$ cat src/rtl/rf_wr_sched.sv
// Register-file write-port scheduler: pipeline writeback has fixed priority over a
// 2-entry long-latency-unit FIFO, with a pending-destination scoreboard for decode stalls.
module rf_wr_sched (
    input  logic        clk,
    input  logic        rst,
    input  logic        i_wb_valid,
    input  logic [4:0]  i_wb_addr,
    input  logic [31:0] i_wb_data,
    input  logic        i_lu_valid,
    input  logic [4:0]  i_lu_addr,
    input  logic [31:0] i_lu_data,
    output logic        o_lu_ready,
    input  logic        i_issue_valid,
    input  logic [4:0]  i_issue_rd,
    input  logic [4:0]  i_rs1,
    input  logic [4:0]  i_rs2,
    output logic        o_stall,
    output logic        o_wr_en,
    output logic [4:0]  o_wr_addr,
    output logic [31:0] o_wr_data,
    output logic        o_err
);

    // LU handshake: a request transfers on a cycle where i_lu_valid & o_lu_ready are both 1;
    // o_lu_ready depends only on registered state, never on i_lu_valid.
    logic [4:0]  fifo_addr [2];
    logic [31:0] fifo_data [2];
    logic        wr_ptr;
    logic        rd_ptr;
    logic [1:0]  count;
    logic [31:0] pending;
    logic [31:0] pending_nxt;
    logic        from_fifo;
    logic        push;
    logic        pop;
    logic        issue_set;
    logic        fifo_full;

    assign fifo_full  = (count == 2'd2);
    assign o_lu_ready = (count < 2'd2);
    assign push       = i_lu_valid & o_lu_ready;
    // The FIFO head only reaches the port in cycles the pipeline does not claim it.
    assign pop        = ~i_wb_valid & (count != 2'd0);

    assign o_stall = pending[i_rs1] | pending[i_rs2]
                   | (i_issue_valid & pending[i_issue_rd])
                   | (i_issue_valid & fifo_full);

    assign issue_set = i_issue_valid & ~o_stall & (i_issue_rd != 5'd0);

    always_comb begin
        pending_nxt = pending;
        if (o_wr_en && from_fifo) begin
            pending_nxt[o_wr_addr] = 1'b0;
        end
        // A new reservation of the same register overrides the retiring write.
        if (issue_set) begin
            pending_nxt[i_issue_rd] = 1'b1;
        end
        pending_nxt[0] = 1'b0;
    end

    always_ff @(posedge clk) begin
        if (push) begin
            fifo_addr[wr_ptr] <= i_lu_addr;
            fifo_data[wr_ptr] <= i_lu_data;
        end
    end

    always_ff @(posedge clk) begin
        if (rst) begin
            wr_ptr    <= 1'b0;
            rd_ptr    <= 1'b0;
            count     <= 2'd0;
            pending   <= 32'd0;
            from_fifo <= 1'b0;
            o_wr_en   <= 1'b0;
            o_wr_addr <= 5'd0;
            o_wr_data <= 32'd0;
            o_err     <= 1'b0;
        end else begin
            if (push) begin
                wr_ptr <= ~wr_ptr;
            end
            if (pop) begin
                rd_ptr <= ~rd_ptr;
            end
            count <= count + {1'b0, push} - {1'b0, pop};

            if (i_wb_valid) begin
                o_wr_en   <= (i_wb_addr != 5'd0);
                o_wr_addr <= i_wb_addr;
                o_wr_data <= i_wb_data;
                from_fifo <= 1'b0;
            end else if (pop) begin
                o_wr_en   <= (fifo_addr[rd_ptr] != 5'd0);
                o_wr_addr <= fifo_addr[rd_ptr];
                o_wr_data <= fifo_data[rd_ptr];
                from_fifo <= 1'b1;
            end else begin
                o_wr_en   <= 1'b0;
                from_fifo <= 1'b0;
            end

            pending <= pending_nxt;
            if (i_wb_valid && (i_wb_addr != 5'd0) && pending[i_wb_addr]) begin
                o_err <= 1'b1;
            end
        end
    end

endmodule

$ cat config.mk
export PLATFORM = sky130hd
export DESIGN_NAME = rf_wr_sched
export DESIGN_NICKNAME = d
export VERILOG_FILES = /design/src/rtl/rf_wr_sched.sv
export SDC_FILE = /design/constraint.sdc
export NUM_CORES = 1
export LEC_CHECK = 0
export CORE_ASPECT_RATIO = 0.7
export CORE_MARGIN = 2
export CORE_UTILIZATION = 47
export CTS_CLUSTER_SIZE = 8
export DETAILED_ROUTE_END_ITERATION = 12
export PLACE_DENSITY = 0.73
export SETUP_SLACK_MARGIN = 0.05
export SLEW_MARGIN = 0
export SYNTH_ARGS = -nofsm -noshare
export SYNTH_HDL_FRONTEND = slang
export SYNTH_SLANG_ARGS = --single-unit
$ cat constraint.sdc
create_clock -name clk -period 2.6 [get_ports clk]
set_input_delay 0.52 -clock clk [delete_from_list [all_inputs] [get_ports clk]]
set_output_delay 0.52 -clock clk [all_outputs]
set_load 0.02 [all_outputs]
==> impl_results.md <==
- Area of the multi-input gates: 3110 µm²
- Initial antenna violation count: 0
- Ys flop type: dfxtp_1
- Final number of max-transition violations: 0
- VDD IR max: 0.581 mV
- Most used cell, CP: nor4_4
- Max cap viols: 0
- Setup ws final: -0.268 ns
- Largest net degree at the start of global routing: 54
- Die area: 15800 µm²
- Syn avg cell area: 11.4 µm²
- Slowest-stage cell, CP: mux4_2
- Post-route ant nets: 0
- Core ar.: 14600 µm²
- Max Fclk: 349 MHz
- CP startpoint kind: register
- Die Width: 149 µm
- Area Growth Syn to Fin: 38.7%
- CTS buffer count: 17
- Global-route wire length before repair: 32500 µm
- Fillers: 1107
- Register Area: 3750 µm²
- Post-DP HPWL: 14800 µm
- Latest clock arrival within the worst-skew pair: 0.42 ns
- IO Pins: 135
- CP Capture Type: output port
- Yosys reg bits: 150
- Layout cells sized above 1: 22.1%
- Post-Layout Cell Count: 1000
- Maximum buffer depth of the clock tree: 2
- Via Count: 5851
- Worst Tran Pin Value: 0.568 ns
- Synth cell types: 49
- Placed cell area: 8910 µm²
- Final global-route overflow total: 0
- CTS tree: yes
- Hold_buf cts: 0
- Crit-path cells: buf_6 -> mux4_2 -> o22ai_4 -> nor4_4 -> nor4_4 -> o21ai_1 -> buf_4
- Global placement routability congestion: 0.983
- Sequential share of the synthesized area: 54.0%
- CP Data Arrival Time: 2.35 ns
- Post-Syn Nets: 706
- EDFF count, synth: 74
- Status: finished, violations left
- H-tree levels: 4
- Synthesis warning total: 0
- Most common cell after layout, fill and taps aside: clkdlybuf4s50_1
- Die Y: 106 µm
- Placed Cells: 962
- Leakage: 0.00348 µW
- Routed len/inst: 21.1 µm
- Hold_ws: 0.492 ns
- Initial core utilization: 47.6%
- Cell area after synthesis: 6940 µm²
- DR vias/cell: 5.85
- Layout Cell Area excl Fill: 9630 µm²
- Clk Tree Root Cell: clkbuf_16
- CTS sink count: 150
- DR pass1 iterations: 9
- Vias in the first global route: 5866
- Nets: 888
- CP max stage delay: 0.48 ns
- Worst Path Required: 2.08 ns
- Post-synth ARST share: 0%
- Clock skew: 0.0123 ns
- # rows: 37
- # setup viols final: 1
- Unrepaired setup endpoints after global routing: true
- CP max FO: 2
- Reg clk slew, reported paths: 0.07 ns
- Final hold viol count: 0
- Min cycle time layout: 2.87 ns
- IO buf count: 134
- Period utilization: 110%
- Initial drt markers: 511
- Commonest cells after routing, fill and taps aside: clkdlybuf4s50_1 (123), nor2_1 (85), dfxtp_1 (74), edfxtp_1 (74), buf_4 (56)
- PD cells: 743 nW/µm²
- Slew headroom: 61.8%
- DR DRC count: 0
- Failing checks: setup timing
- Critical setup path kind: reg -> out
- Routed wire length: 21100 µm
- Aggregate global-route resource usage: 27.5%
- Cell count after synthesis: 610
- Fin util: 66.0%
- Hold crit path type: reg -> reg
- Ant diodes: 0
[repair_timing]
item / in CTS / in global routing
cloned: 1 / 0
pin swaps: 5 / 5
setup endpoints to repair: 32 / 6
setup buffers: 5 / 0
resized for setup: 39 / 10
[logic make-up after synthesis]
family | after synthesis | synth area share [%]
compound gates | 129 | 11.8
buf+inv | 47 | 2.89
fa+ha+maj | 2 | 0.361
mux | 76 | 15.6
flops | 150 | 54.0
xor+xnor | 4 | 0.505
simple gates | 202 | 14.9
[synth_stat cells (6+ instances only)]
| cell type | n | area [µm²] |
|---|---|---|
| nand3b_1 | 18 | 135 |
| o21ai_0 | 29 | 145 |
| mux2i_1 | 26 | 260 |
| nor2_1 | 88 | 330 |
| a222oi_1 | 22 | 220 |
| nor3_1 | 6 | 30.0 |
| nor2b_1 | 25 | 156 |
| clkbuf_1 | 27 | 101 |
| o21ai_1 | 24 | 120 |
| mux4_2 | 23 | 518 |
| inv_1 | 9 | 33.8 |
| nand2_1 | 31 | 116 |
| nand3_1 | 8 | 40.0 |
| dfxtp_1 | 76 | 1520 |
| a21oi_1 | 32 | 160 |
| edfxtp_1 | 74 | 2220 |
| mux2_2 | 27 | 304 |
[stage by stage]
stage | TNS (ns) | total power (µW) | setup slack [ns]
global route | -0.342 | 7460 | -0.342
global placement | -14.86 | 4790 | -0.941
detailed placement | -16.33 | 4850 | -0.946
floorplan | -0.0554 | 4070 | -0.0554
finish | -0.268 | 7150 | -0.268
CTS | -0.253 | 7180 | -0.253
[path summary, 6_finish.rpt]
check / start / to / slack [ns] / depth (start not counted)
setup / recovery: pending[12] / o_stall / -0.27 / 7
hold / removal: o_wr_data[29] / o_wr_data[29] / 0.49 / 2
setup reg to reg: pending[12] / pending[28] / 0.12 / 8
hold reg to reg: o_wr_data[29] / o_wr_data[29] / 0.49 / 2
[registers in the layout (all words and copies together) (netlist names), named ones only]
register   flops
count          2
rd_ptr         1
fifo_addr     10
wr_ptr         1
o_wr_addr      5
o_wr_en        1
from_fifo      1
pending       31
fifo_data     64
o_wr_data     32
o_err          1
[report_power, final]
group	switching (µW)	internal (µW)	total (µW)
Sequential	197	2850	3040
Combinational	934	852	1790
Clock	1060	1260	2320
[critical path, delay by kind of cell (launching register included)]
family,cells,cell delay [ns]
DFF,1,0.37
muxes,1,0.48
and+or+nand+nor,2,0.45
AOI/OAI and AO/OA,2,0.33
buffers and inverters,2,0.29
[layout make-up]
type,count,share of cell area [%]
repair buffers,201,20.0
clock inverters,15,1.43
well taps,195,2.53
clock buffers,17,4.42
multi-input cells,413,32.3
inverters,9,0.351
flip-flops and latches,150,38.9
[per-layer routing]
| layer | vias up | routed length [µm] | GRT usage [%] |
|---|---|---|---|
| li1 | 2681 | - | - |
| met1 | 2836 | 9310 | 39.1 |
| met2 | 291 | 9300 | 40.3 |
| met3 | 43 | 2020 | 7.58 |
| met4 | 0 | 488 | 9.86 |
| met5 | - | 0 | 0 |
(Power assumes the default switching activity.)
